## config.mk

```make
export PLATFORM = sky130hd
export DESIGN_NAME = acc_reduce_block
export DESIGN_NICKNAME = d
export VERILOG_FILES = /design/src/rtl/acc_reduce_block.sv
export SDC_FILE = /design/constraint.sdc
export NUM_CORES = 1
export LEC_CHECK = 0
export BUFFER_PORTS_ARGS = -buffer_cell sky130_fd_sc_hd__buf_2
export CORE_MARGIN = 4
export CORE_UTILIZATION = 50
export DETAILED_ROUTE_END_ITERATION = 16
export PLACE_DENSITY = 0.71
export SLEW_MARGIN = 30
export SYNTH_ARGS = -nofsm -noshare
export SYNTH_HDL_FRONTEND = slang
export SYNTH_SLANG_ARGS = --single-unit
```

## constraint.sdc

```tcl
create_clock -name clk -period 23.3 [get_ports clk]
set_clock_uncertainty 0.2 [all_clocks]
set_input_delay 3.495 -clock clk [delete_from_list [all_inputs] [get_ports clk]]
set_output_delay 3.495 -clock clk [all_outputs]
set_load 0.05 [all_outputs]
```

## src/rtl/acc_reduce_block.sv

```systemverilog
// acc_reduce_block: lane-sum / vector-accumulate tile.
// Each beat's LANES signed lanes are summed, the sums are accumulated over a
// runtime vector length, and the saturated (optionally ReLU'd) result is
// broadcast on every lane. Each neighbour port carries either that result or
// the registered input beat.
module acc_reduce_block #(
    parameter int LANES   = 4,
    parameter int DW      = 32,
    parameter int MAX_LEN = 1024,
    parameter int CNT_W   = 11,
    parameter int ACC_W   = 48
) (
    input  logic                  clk,
    input  logic                  rst,
    input  logic                  stage_start,
    input  logic                  block_en,
    input  logic [1:0]            output_sel,
    input  logic                  relu_en,
    input  logic [CNT_W-1:0]      vec_len,
    input  logic                  in_valid,
    input  logic [LANES*DW-1:0]   in_data,
    output logic                  west_out_valid,
    output logic [LANES*DW-1:0]   west_out_data,
    output logic                  south_out_valid,
    output logic [LANES*DW-1:0]   south_out_data,
    output logic                  ovf
);

    localparam logic [CNT_W-1:0]        LEN_ONE = CNT_W'(1);
    // Lengths above MAX_LEN are clamped: the accumulator is only sized for MAX_LEN beats.
    localparam logic [CNT_W-1:0]        LEN_MAX = CNT_W'(MAX_LEN);
    localparam logic signed [DW-1:0]    RES_HI  = {1'b0, {(DW-1){1'b1}}};
    localparam logic signed [DW-1:0]    RES_LO  = {1'b1, {(DW-1){1'b0}}};
    localparam logic signed [ACC_W-1:0] ACC_HI  = {{(ACC_W-DW+1){1'b0}}, {(DW-1){1'b1}}};
    localparam logic signed [ACC_W-1:0] ACC_LO  = {{(ACC_W-DW+1){1'b1}}, {(DW-1){1'b0}}};

    // Clamp the accumulator into the lane range; MSB of the return is the overflow flag.
    function automatic logic [DW:0] sat_acc(input logic signed [ACC_W-1:0] a);
        if (a > ACC_HI) begin
            return {1'b1, RES_HI};
        end else if (a < ACC_LO) begin
            return {1'b1, RES_LO};
        end else begin
            return {1'b0, a[DW-1:0]};
        end
    endfunction

    // Optional rectifier applied after saturation; it never touches the overflow flag.
    function automatic logic signed [DW-1:0] relu(input logic signed [DW-1:0] v,
                                                  input logic en);
        return (en && v[DW-1]) ? '0 : v;
    endfunction

    logic [LANES*DW-1:0]     in_reg_p1;
    logic                    in_vld_p1;
    logic signed [DW-1:0]    lane;
    logic signed [ACC_W-1:0] tree_sum;
    logic signed [ACC_W-1:0] sum_p2;
    logic                    sum_vld_p2;
    logic [CNT_W-1:0]        beat_cnt;
    logic [CNT_W-1:0]        len_reg;
    logic [CNT_W-1:0]        len_cur;
    logic signed [ACC_W-1:0] acc;
    logic signed [ACC_W-1:0] acc_next;
    logic                    last_beat;
    logic [DW:0]             sat_word;
    logic signed [DW-1:0]    res_next;
    logic signed [DW-1:0]    res_p3;
    logic                    res_ovf_p3;
    logic                    res_vld_p3;

    // ---- stage 1: input register; a low stage_start flushes the beat
    always_ff @(posedge clk or posedge rst) begin
        if (rst) begin
            in_reg_p1 <= '0;
            in_vld_p1 <= 1'b0;
        end else if (stage_start) begin
            in_reg_p1 <= in_data;
            in_vld_p1 <= in_valid;
        end else begin
            in_reg_p1 <= '0;
            in_vld_p1 <= 1'b0;
        end
    end

    // Sign-extended sum of all lanes of the registered beat.
    always_comb begin
        tree_sum = '0;
        lane     = '0;
        for (int i = 0; i < LANES; i++) begin
            lane     = in_reg_p1[i*DW +: DW];
            tree_sum = tree_sum + {{(ACC_W-DW){lane[DW-1]}}, lane};
        end
    end

    // ---- stage 2: lane-sum register; only beats seen in reduce mode are valid
    always_ff @(posedge clk or posedge rst) begin
        if (rst) begin
            sum_p2     <= '0;
            sum_vld_p2 <= 1'b0;
        end else begin
            sum_p2     <= tree_sum;
            sum_vld_p2 <= stage_start & in_vld_p1 & block_en;
        end
    end

    // Vector length is taken from vec_len on the first beat and held for the rest.
    always_comb begin
        if (beat_cnt == '0) begin
            if (vec_len == '0) begin
                len_cur = LEN_ONE;
            end else if (vec_len > LEN_MAX) begin
                len_cur = LEN_MAX;
            end else begin
                len_cur = vec_len;
            end
            acc_next = sum_p2;
        end else begin
            len_cur  = len_reg;
            acc_next = acc + sum_p2;
        end
        last_beat = (beat_cnt == (len_cur - LEN_ONE));
        sat_word  = sat_acc(acc_next);
        res_next  = relu(sat_word[DW-1:0], relu_en);
    end

    // ---- stage 3: accumulate over the vector and emit a one-cycle result pulse
    always_ff @(posedge clk or posedge rst) begin
        if (rst) begin
            beat_cnt   <= '0;
            len_reg    <= '0;
            acc        <= '0;
            res_p3     <= '0;
            res_ovf_p3 <= 1'b0;
            res_vld_p3 <= 1'b0;
        end else if (!stage_start) begin
            beat_cnt   <= '0;
            acc        <= '0;
            res_vld_p3 <= 1'b0;
        end else begin
            res_vld_p3 <= 1'b0;
            if (sum_vld_p2) begin
                acc <= acc_next;
                if (beat_cnt == '0) begin
                    len_reg <= len_cur;
                end
                if (last_beat) begin
                    res_vld_p3 <= 1'b1;
                    res_p3     <= res_next;
                    res_ovf_p3 <= sat_word[DW];
                    beat_cnt   <= '0;
                end else begin
                    beat_cnt <= beat_cnt + LEN_ONE;
                end
            end
        end
    end

    // ---- stage 4: steer result or registered input to each neighbour port
    always_ff @(posedge clk or posedge rst) begin
        if (rst) begin
            west_out_valid  <= 1'b0;
            west_out_data   <= '0;
            south_out_valid <= 1'b0;
            south_out_data  <= '0;
            ovf             <= 1'b0;
        end else begin
            if (stage_start && block_en) begin
                west_out_valid  <= output_sel[0] ? res_vld_p3 : in_vld_p1;
                west_out_data   <= output_sel[0] ? {LANES{res_p3}} : in_reg_p1;
                south_out_valid <= output_sel[1] ? res_vld_p3 : in_vld_p1;
                south_out_data  <= output_sel[1] ? {LANES{res_p3}} : in_reg_p1;
            end else if (stage_start) begin
                west_out_valid  <= in_vld_p1;
                west_out_data   <= in_reg_p1;
                south_out_valid <= in_vld_p1;
                south_out_data  <= in_reg_p1;
            end else begin
                west_out_valid  <= 1'b0;
                west_out_data   <= '0;
                south_out_valid <= 1'b0;
                south_out_data  <= '0;
            end
            ovf <= res_vld_p3 & res_ovf_p3;
        end
    end

endmodule

```

Yosys cells after proc, flatten, opt, wreduce, memory -nomap -nowiden:

Index checks and enable logic that the tools add are counted.

* $lt $le $gt $ge: 3
* add/subtract/negate cells: 6
* multiplexer cells: 27
* eq/ne operators: 2
* reduce and logical (&&, ||, !) cells: 6
* bitwise gates (word level): 3

Operators by type and width (number)
* $mux 128: 6
* $mux 48: 3
* $mux 11: 6
* $mux 33: 2
* $add 48x35->48: 1
* $gt 48x32->1 const B: 1
* $lt 48x32->1 const B: 1
* $add 34x32->35: 1
* $add 33x32->34: 1
* $add 32x32->33: 1
* $mux 32: 1
* $logic_not 11->1: 2
* $add 11x1->11 const B: 1
* $eq 11x11->1: 1
* $gt 11x11->1 const B: 1
* $sub 11x1->11 const B: 1
* $mux 1: 9
* $reduce_and 3->1: 2
* $and 1x1->1: 3
* $logic_and 1x1->1: 2
* $ne 2x1->1 const B: 1

* word-level logic and storage cells: 62
* input bits: 147
* bits in registers: 528

Depth between registers and ports, before layout:

Gate-level depths: netlist of the first run.

* depth in word-level cells: 9
* gate-level depth with buffers: 23
* gate-level depth less buffers: 16

Worst setup path before layout of the first run:

No wires, ideal clock.

* kind: input port to flip-flop
* from: input port vec_len[5]
* to: register res_p3[1]
* stages on the path: 15
* data required time: 23.013 ns
* setup slack: 16.248 ns
* data arrival time: 6.766 ns
* cell sequence: or4_1 > o32ai_1 > mux2i_1 > ha_1 > a21boi_0 > nor3b_1 > o41ai_1 > nand4_1 > buf_2 > nand3b_1 > a21o_1 > and2_1 > buf_2 > buf_2 > o211ai_1

* longest elaborated chain between the ends: 7

RTL lines
* start, declared: line 19 `input logic [CNT_W-1:0] vec_len,`
* $gt 11x11->1: line 112 `end else if (vec_len > LEN_MAX) begin`
* $mux 11: line 112
* $mux 11 (*): line 110 `if (vec_len == '0) begin`
* $mux 11 (*): line 109 `if (beat_cnt == '0) begin`
* $sub 11x1->11 (*): line 122 `last_beat = (beat_cnt == (len_cur - LEN_ONE));`
* $eq 11x11->1 (*): line 122
* $reduce_and 3->1 (no source line) (*)
* end signal, assigned: line 149 `res_p3 <= res_next;`
* end, declared: line 68 `logic signed [DW-1:0] res_p3;`

Mark *: on every way between the ends. The rest lies on a longest branch, timed or not.
A chain may end at the register's enable or synchronous reset.

Worst setup path after layout of the first run:

* from: input port vec_len[5]
* to: register res_p3[30]

Same word-level chain as after synthesis.

==> results of run 1 <==
[cells by family (layout without fill, tap and decap cells)]
| kind of cell | count (synthesis) | after routing | share of synthesized area |
|---|---|---|---|
| mux | 25 | 25 | 0.00998 |
| buf+inv | 200 | 561 | 0.0298 |
| fa+ha+maj | 150 | 150 | 0.0909 |
| flops | 528 | 528 | 0.506 |
| simple gates | 931 | 931 | 0.173 |
| compound gates | 721 | 721 | 0.163 |
| xor+xnor | 78 | 78 | 0.0262 |
| other cells | 0 | 1 | 0 |
[worst max path at each step]
stage / startpoint / to / slack [ns]
after detailed placement: vec_len[5] / res_p3[30] / 15.29
after CTS: vec_len[5] / res_p3[30] / 15.89
after global placement: vec_len[5] / res_p3[30] / 15.37
after global routing: vec_len[5] / res_p3[30] / 15.27
after floorplan: rst / acc[0] / 4.85
final: vec_len[5] / res_p3[30] / 15.83
[layer usage]
metal / track usage / up-vias / part of all wire
met2: 0.435 / 953 / 0.48
met1: 0.355 / 10500 / 0.41
li1: - / 9800 / -
met3: 0.0573 / 154 / 0.078
met4: 0.0837 / 6 / 0.030
met5: 0 / - / 0.00046
[layout make-up]
class	instances	area, um^2
repair buffers	429	2250
well taps	680	851
inverters	33	139
flip-flops and latches	528	13200
fillers	4333	21000
diodes	1	2.50
multi-input cells	1905	12100
clock inverters	19	278
clock buffers	80	1640
[power breakdown]
group	internal, mW	total (mW)	switching (mW)
logic	0.232	0.675	0.443
clock network	0.555	0.921	0.367
registers	0.981	1.04	0.0570
[through the flow]
stage	utilization	hold slack [ns]	worst slack (ns)	power, mW
6_report	0.592	0.276	15.83	2.63
5_1_grt	0.592	0.287	15.27	2.76
4_1_cts	0.591	0.279	15.89	2.64
3_5_place_dp	0.554	0.265	15.29	1.71
2_1_floorplan	-	0.241	4.85	1.54
3_3_place_gp	0.554	0.269	15.37	1.71
[cell usage in the layout, fill, tap and decap left out, types with 21 or more instances in the layout]
| master | count |
|---|---|
| buf_2 | 404 |
| ha_1 | 84 |
| dfrtp_1 | 527 |
| nand2_1 | 172 |
| nor3_1 | 21 |
| o21ai_0 | 124 |
| nor2_1 | 365 |
| a21oi_1 | 371 |
| and2_1 | 146 |
| xor2_1 | 30 |
| and3_1 | 79 |
| clkbuf_16 | 56 |
| nand4_1 | 22 |
| fa_1 | 66 |
| xnor2_1 | 48 |
| inv_1 | 31 |
| a211oi_1 | 53 |
| a21o_1 | 26 |
| o211ai_1 | 34 |
[worst max-delay path: stages]
cell	delay, ns
buf_2	0.12
or4_1	0.57
o32ai_1	0.54
mux2i_1	0.21
ha_1	0.27
a21boi_0	0.17
nor3b_1	0.20
o41ai_1	0.41
nand4_1	0.16
buf_4	0.31
nor4b_1	0.45
a31oi_2	0.23
buf_4	0.30
and2_1	0.18
a31oi_1	0.14
==> flow_summary.yaml, run 1 <==
synth:
  synth.area.top_cells: "dfrtp_1, a21oi_1, nor2_1, fa_1, ha_1"
  synth-seq-cells: 528
  synth_most_common_cell: "dfrtp_1"
  ys_types: 77
  synth_edf_count: 0
  synth_area_per_cell_um2: 9.91
  async_flop_share: 1.00
  synth.top_cell.area_share: 0.506
  synth_top_area_cell: "dfrtp_1"
  synth_area_um2: 26100
  syn_inst: 2633
  syn_nets: 2930
  ys_seq_area_frac: 0.506
  ys_warn_count: 0
  synth_common_cells: "dfrtp_1, a21oi_1, nor2_1"
  synth_ff_type: "dfrtp_1"
min_path:
  worstHoldStart: "acc[34]"
  hold_end: "acc[34]"
  min_delay_path_depth: 2
  hp-class: "flip-flop to flip-flop"
status:
  status: "finished clean"
cts:
  htreeDepth: 2
  post-cts-setup-buffers: 0
  cts-resized-gates: 0
  cts_tree: "built"
  cts.clk_slew.worst_paths_ns: 0.06
  cts_buffers: 55
  clk_path_buf_depth: 3
  clock-sinks: 528
  hold_buffers: 0
  clkLatencyLatePin_ns: 0.60
  root_buffer: "clkbuf_16"
worst_setup_path:
  required_ns: 23.61
  r2r_slack_ns: 17.65
  r2r_start: "sum_p2[34]"
  critPathKind: "input port to flip-flop"
  worst_setup_path_start_kind: "input port"
  timing.rr.end: "res_p3[30]"
  arrival_ns: 7.78
  end_kind: "flip-flop"
  cp_max_fo: 38
  reg2reg_depth: 13
sta:
  fin_crit_ns: 7.47
  fin_crit_sh: 0.321
  setup_tns_ns: 0
  setup-violations-final: 0
  finalMaxSlewViolations: 0
  rsz0062_at_grt: "false"
  tightest_slew_ns: 1.01
  slew_headroom: 0.324
  max_freq_mhz: 134
  finalHoldViolations: 0
detailed_routing:
  dr.first_iter.drc_count: 1818
  firstDrtPassIters: 5
  ant_nets: 0
  wl_per_cell_um: 20.7
  viasPerCell: 5.83
  drc: 0
  wl_mm: 76.1
  num_vias: 21400
floorplan:
  fp-row-count: 83
  die_x_um: 236
  dieArea_um2: 55900
  coreArea_um2: 51500
  fp.dieH_um: 236
  initial_core_util: 0.506
  ioPinCount: 406
power:
  leakage_nw: 15.2
  power.density_nw_per_um2: 86.4
  irDropWorstVdd_mv: 0.0702
cells_and_area:
  area_growth_pct: 16.9
  instances_no_fill: 3675
  reg_top3: "in_reg_p1 (128), south_out_data (128), west_out_data (128)"
  layout.nets: 3249
  post_route_cells_drive_above_1_share: 0.184
  design_area_um2: 30500
grt:
  grt_pass1_vias: 21500
  gr-usage-all-layers: 0.265
  antenna_found_initial: 4
  grt_pass1_wl_mm: 119
  grt_max_degree: 117
  grt_overflow: 0
placement:
  gp_congestion: 0.969
  placed_cells: 3574
  dpl_cell_area_um2: 28500
  io_buffers: 405
  hpwl_mm: 54.2
run:
  drv_cap: 0
Note: power is estimated with default switching activity, not from simulation.
==> run 2, diff against run 1 <==
ABC_AREA = 1   (was default)
PLACE_DENSITY = 0.73   (was 0.71)
clock period = 6.3 ns   (was 23.3 ns; I/O delays follow)
==> run 2 against run 1 <==
  * Clock power increased to 3.4 times the previous value
  * Critical path depth increased by 1
  * Sequential power increased to 3.7 times the previous value
  * Core utilization decreased by 0.72 points
  * Cell count increased by 29%
  * Synthesized cell count increased by 36%
  * Register-to-register slack got worse by 16 ns
  * Die area increased by 9.5%
  * Largest cell class unchanged
==> flow_summary.yaml, run 2 <==
status:
  status: "finished clean"
synth:
  synth_adder_area_share: 0.0828
  syn_nets: 3879
  ys_seq_area_frac: 0.461
  synth_top_family_by_area: "simple AND/OR/NAND/NOR gates"
  ys_warn_count: 0
  synth_edf_count: 0
  synth.top_cell.area_share: 0.461
  post_synth_xor_area_fraction: 0.0210
  synth-seq-cells: 528
  synth_most_common_cell: "nand2_1"
  synth_area_um2: 28700
  synth_area_per_cell_um2: 8.00
  synth-simple-area-share: 0.183
  async_flop_share: 1.00
  syn_inst: 3582
  synth_mux_area_frac: 0
  ys_types: 48
  synth_top_area_cell: "dfrtp_1"
  synth_ff_type: "dfrtp_1"
  synth_common_cells: "nand2_1, inv_1, dfrtp_1"
  synth.area.top_cells: "dfrtp_1, nand2_1, inv_1, a21oi_1, o22ai_1"
  synth_compound_area_frac: 0.148
sta:
  setup_ws_ns: 1.71
  setup_tns_ns: 0
  setup-violations-final: 0
  slew_headroom: 0.337
  finalMaxSlewViolations: 0
  finalHoldViolations: 0
  tightest_slew_ns: 0.995
  max_freq_mhz: 218
  fin_crit_sh: 0.729
  rsz0062_at_grt: "false"
  fin_crit_ns: 4.59
  hold_ws_ns: 0.0737
worst_setup_path:
  required_ns: 6.50
  critPathSlowestCell: "o21ai_0"
  worst_setup_path_start_kind: "flip-flop"
  critPathKind: "flip-flop to flip-flop"
  r2r_slack_ns: 1.71
  worst_path_dominant_cell_family: "adder cells"
  worst_path_most_repeated_cell: "nand2_1"
  timing.rr.end: "sum_p2[34]"
  cp_max_fo: 4
  r2r_start: "in_reg_p1[5]"
  arrival_ns: 4.79
  path_buf_inv: 0
  max_stage_delay_ns: 0.75
  reg2reg_depth: 16
  cp_cell_sequence: "fa_1, fa_1, ha_1, nand2_1, a21oi_1, nor2_1, nand2_1, nor2_1, o211ai_1, nand2_1, nand2_1, nand2_1, nand2_1, a21boi_0, nor2_1, o21ai_0"
  end_kind: "flip-flop"
floorplan:
  fp.dieH_um: 247
  coreArea_um2: 56600
  die_x_um: 247
  ioPinCount: 406
  dieArea_um2: 61200
  initial_core_util: 0.506
  fp-row-count: 87
cells_and_area:
  design_area_um2: 33100
  layout.nets: 4224
  area_growth_pct: 15.6
  reg_top3: "in_reg_p1 (128), south_out_data (128), west_out_data (128)"
  post_route_cells_drive_above_1_share: 0.140
  register_area_um2: 13200
  multiInputGateArea_um2: 12500
  fillerInstances: 5206
  most-common-layout-cells: "nand2_1, inv_1, dfrtp_1"
  final_common_cell: "nand2_1"
power:
  irDropWorstVdd_mv: 0.220
  leakage_nw: 18.5
  power.density_nw_per_um2: 299
cts:
  cts.clk_slew.worst_paths_ns: 0.07
  clk_path_buf_depth: 3
  post-cts-setup-buffers: 0
  cts_buffers: 54
  cts_tree: "built"
  hold_buffers: 0
  clock-sinks: 528
  root_buffer: "clkbuf_16"
  htreeDepth: 2
  clkLatencyLatePin_ns: 0.64
  cts-resized-gates: 0
run:
  drv_cap: 0
grt:
  grt_pass1_wl_mm: 139
  grt_max_degree: 123
  antenna_found_initial: 6
  gr-usage-all-layers: 0.291
  grt_pass1_vias: 24600
  grt_overflow: 0
detailed_routing:
  viasPerCell: 5.42
  num_vias: 25600
  drc: 0
  dr.first_iter.drc_count: 2376
  ant_nets: 0
  wl_mm: 90.5
  wl_per_cell_um: 19.1
  firstDrtPassIters: 5
placement:
  gp_congestion: 0.975
  hpwl_mm: 66.8
  dpl_cell_area_um2: 31300
  pre_cts_ws_ns: 1.76
  io_buffers: 405
min_path:
  hp-class: "input port to asynchronous set/reset pin"
run 2: cell types whose count changed in the layout (fill, tap and decap cells not counted), sizes merged, moves of 26 or more:
cell | previous run | this run
nand2 | 174 | 935
inv | 35 | 632
o22ai | 3 | 259
nor2 | 365 | 189
and2 | 146 | 2
nand3 | 20 | 117
and3 | 79 | 1
a211oi | 53 | 1
o211ai | 35 | 2
a21o | 26 | 0
run 2: final cells by class:
class / count / area share
Sequential cell: 528 / 0.399
Multi-Input combinational cell: 2276 / 0.377
Inverter: 633 / 0.0723
Timing Repair Buffer: 434 / 0.0705
Clock buffer: 82 / 0.0467
Tap cell: 756 / 0.0286
Clock inverter: 15 / 0.00593
Antenna cell: 4 / 0.000302
run 2: worst reg2reg max path: stages, from the launching register on:
cell	delay [ns]
dfrtp_1	0.44
fa_1	0.62
fa_1	0.45
ha_1	0.36
nand2_1	0.10
a21oi_1	0.04
nor2_1	0.08
nand2_1	0.15
nor2_1	0.27
o211ai_1	0.23
nand2_1	0.12
nand2_1	0.08
nand2_1	0.06
nand2_1	0.08
a21boi_0	0.27
nor2_1	0.06
o21ai_0	0.75
run 2: per-layer routing:
metal / global-route usage / vias up / wire [um]
met3: 0.0521 / 175 / 7280
li1: - / 12100 / -
met2: 0.453 / 1050 / 41300
met1: 0.421 / 12200 / 39100
met4: 0.0833 / 6 / 2720
met5: 0 / - / 46
run 2: kinds of logic after synthesis:
| kind of cell | Yosys count |
|---|---|
| buf+inv | 778 |
| flops | 528 |
| compound gates | 759 |
| simple gates | 1300 |
| xor+xnor | 67 |
| fa+ha+maj | 150 |
run 2: metrics by stage:
stage               power (mW)  instances  utilization
finish                    9.91       4728        0.585
global route              10.4       4724        0.585
CTS                       9.92       4723        0.584
detailed placement        6.74       4626        0.554
global placement          6.73       4626        0.554
floorplan                 5.92       3582            -
run 2: power breakdown:
part / total (mW) / leakage, nW / switching [mW] / internal, mW
Clock: 3.17 / 0.849 / 1.39 / 1.78
Sequential: 3.88 / 7.05 / 0.238 / 3.64
Combinational: 2.85 / 10.6 / 1.96 / 0.892
run 2: how the worst max path moves through the flow:
stage	cells past startpoint	to	start
4_1_cts	16	sum_p2[31]	in_reg_p1[1]
2_1_floorplan	1	acc[0]	rst
6_report	16	sum_p2[34]	in_reg_p1[5]
5_1_grt	22	res_p3[2]	beat_cnt[0]
3_3_place_gp	16	sum_p2[34]	in_reg_p1[7]
3_5_place_dp	16	sum_p2[31]	in_reg_p1[1]
==> run 3, diff against run 2 <==
PLACE_DENSITY = 0.7   (was 0.73)
clock period = 4.67 ns   (was 6.3 ns; I/O delays follow)
==> run 3 against run 2 <==
  * Hold slack worse by 0.017 ns
  * Critical path depth rose by 1
  * Cell count up 0.13%
  * Non-clock buffer count rose by 5
  * Core utilization up 0.61 points
  * Sequential cell count unchanged
  * Clock-buffer cell count fell by 15
  * Worst setup slack worse by 1.3 ns
  * Clock power is 53% higher
  * Sequential power rose by 35%
  * Register-to-register slack lost 1.3 ns
  * Combinational power rose by 36%
  * Largest cell class unchanged
==> flow_summary.yaml, run 3 (same netlist as run 2, synthesis figures left out) <==
worst_setup_path:
  required_ns: 4.98
  timing.rr.end: "sum_p2[31]"
  arrival_ns: 4.60
  end_kind: "flip-flop"
  r2r_start: "in_reg_p1[1]"
  critPathKind: "flip-flop to flip-flop"
  cp_cell_sequence: "fa_1, fa_1, ha_1, inv_1, fa_1, o21ai_0, nand2_1, nand2_1, a21oi_1, o21ai_0, buf_4, inv_1, o21ai_0, nand2_1, o2111ai_1, a21oi_1, xor2_1"
  worst_setup_path_start_kind: "flip-flop"
  cp_max_fo: 4
  reg2reg_depth: 17
  r2r_slack_ns: 0.38
  critPathSlowestCell: "fa_1"
  max_stage_delay_ns: 0.53
sta:
  hold_ws_ns: 0.0567
  finalMaxSlewViolations: 0
  rsz0062_at_grt: "false"
  setup_ws_ns: 0.385
  setup_tns_ns: 0
  max_freq_mhz: 233
  fin_crit_ns: 4.29
  setup-violations-final: 0
  slew_headroom: 0.382
  tightest_slew_ns: 0.927
  finalHoldViolations: 0
  fin_crit_sh: 0.918
grt:
  grt_pass1_wl_mm: 140
  grt_overflow: 0
  gr-usage-all-layers: 0.293
  grt_pass1_vias: 24800
  antenna_found_initial: 7
  grt_max_degree: 179
cts:
  clock-sinks: 528
  clk_path_buf_depth: 3
  cts_tree: "built"
  htreeDepth: 2
  cts_buffers: 54
  cts-resized-gates: 0
  clkLatencyLatePin_ns: 0.63
  root_buffer: "clkbuf_16"
  hold_buffers: 0
  post-cts-setup-buffers: 0
  cts.clk_slew.worst_paths_ns: 0.07
cells_and_area:
  fin_util: 0.591
  final_common_cell: "nand2_1"
  instances_no_fill: 4734
  post_route_cells_drive_above_1_share: 0.145
  design_area_um2: 33500
  layout.nets: 4229
  most-common-layout-cells: "nand2_1, inv_1, dfrtp_1"
  area_growth_pct: 16.8
  reg_top3: "in_reg_p1 (128), south_out_data (128), west_out_data (128)"
detailed_routing:
  num_vias: 25600
  ant_nets: 0
  viasPerCell: 5.42
  firstDrtPassIters: 5
  dr.first_iter.drc_count: 2432
  drc: 0
  wl_per_cell_um: 19.2
  wl_mm: 91.0
placement:
  io_buffers: 405
  dpl_cell_area_um2: 31400
  hpwl_mm: 66.7
  placed_cells: 4629
  gp_congestion: 0.979
  pre_cts_ws_ns: 0.431
power:
  power.density_nw_per_um2: 418
  totalPowerFinal_mw: 14.0
  p_sw_mw: 4.95
  irDropWorstVdd_mv: 0.353
  p_comb_frac: 0.278
  leakage_nw: 18.7
  internal_power_mw: 9.02
  swShare: 0.354
  power_frac_clock: 0.347
  power_frac_seq: 0.375
min_path:
  hold_end: "in_reg_p1[85]"
  worstHoldStart: "in_data[85]"
  min_delay_path_depth: 3
  hp-class: "input port to flip-flop"
floorplan:
  fp.dieH_um: 247
  dieArea_um2: 61200
  initial_core_util: 0.506
  ioPinCount: 406
  fp-row-count: 87
  coreArea_um2: 56600
  die_x_um: 247
status:
  status: "finished clean"
run:
  drv_cap: 0
[run 3: cell count changes in the layout (fill, tap and decap cells not counted), sizes merged]
| cell | delta |
|---|---|
| buf | +4 |
| bufinv | +9 |
| clkbuf | -15 |
| clkinv | -1 |
| clkinvlp | +7 |
| diode | -2 |
| dlygate4sd3 | +1 |
| inv | +3 |
[run 3: layout make-up]
cell class	count	area (um^2)
antenna	2	5.00
clock buffer	67	1490
clock inverter	33	515
fill	5186	23200
inverter	633	2400
multi-input combinational	2276	12500
sequential	528	13200
tap	756	946
timing repair buffer	439	2420
[run 3: worst max-delay path: cells and delay by family, from the launching register on]
kind / cells / cell delay, ns
AOI/OAI and AO/OA: 6 / 1.16
xor gates and xnor gates: 1 / 0.15
adders and majority gates: 4 / 1.64
buffers and inverters: 3 / 0.29
DFF: 1 / 0.43
and+or+nand+nor: 3 / 0.31
[run 3: per-layer routing]
metal / GRT usage / routed length [um]
met5: 0 / 61
met4: 0.0830 / 2690
met3: 0.0505 / 7030
met2: 0.454 / 41300
met1: 0.427 / 40000
[run 3: how the worst max path moves through the flow]
stage	startpoint	endpoint	slack, ns
finish	in_reg_p1[1]	sum_p2[31]	0.38
floorplan	rst	acc[0]	-3.41
detailed placement	in_reg_p1[1]	sum_p2[31]	0.43
global route	in_reg_p1[1]	sum_p2[31]	0.16
global placement	in_reg_p1[1]	sum_p2[31]	0.51
CTS	in_reg_p1[1]	sum_p2[31]	0.41
[run 3: power by group through the flow]
stage | registers, mW | clock network, mW | logic, mW
global placement | 5.31 | 0 | 3.79
global route | 5.27 | 5.11 | 4.33
CTS | 5.23 | 4.91 | 3.85
detailed placement | 5.31 | 0 | 3.81
floorplan | 5.50 | 0 | 2.49
finish | 5.24 | 4.85 | 3.88
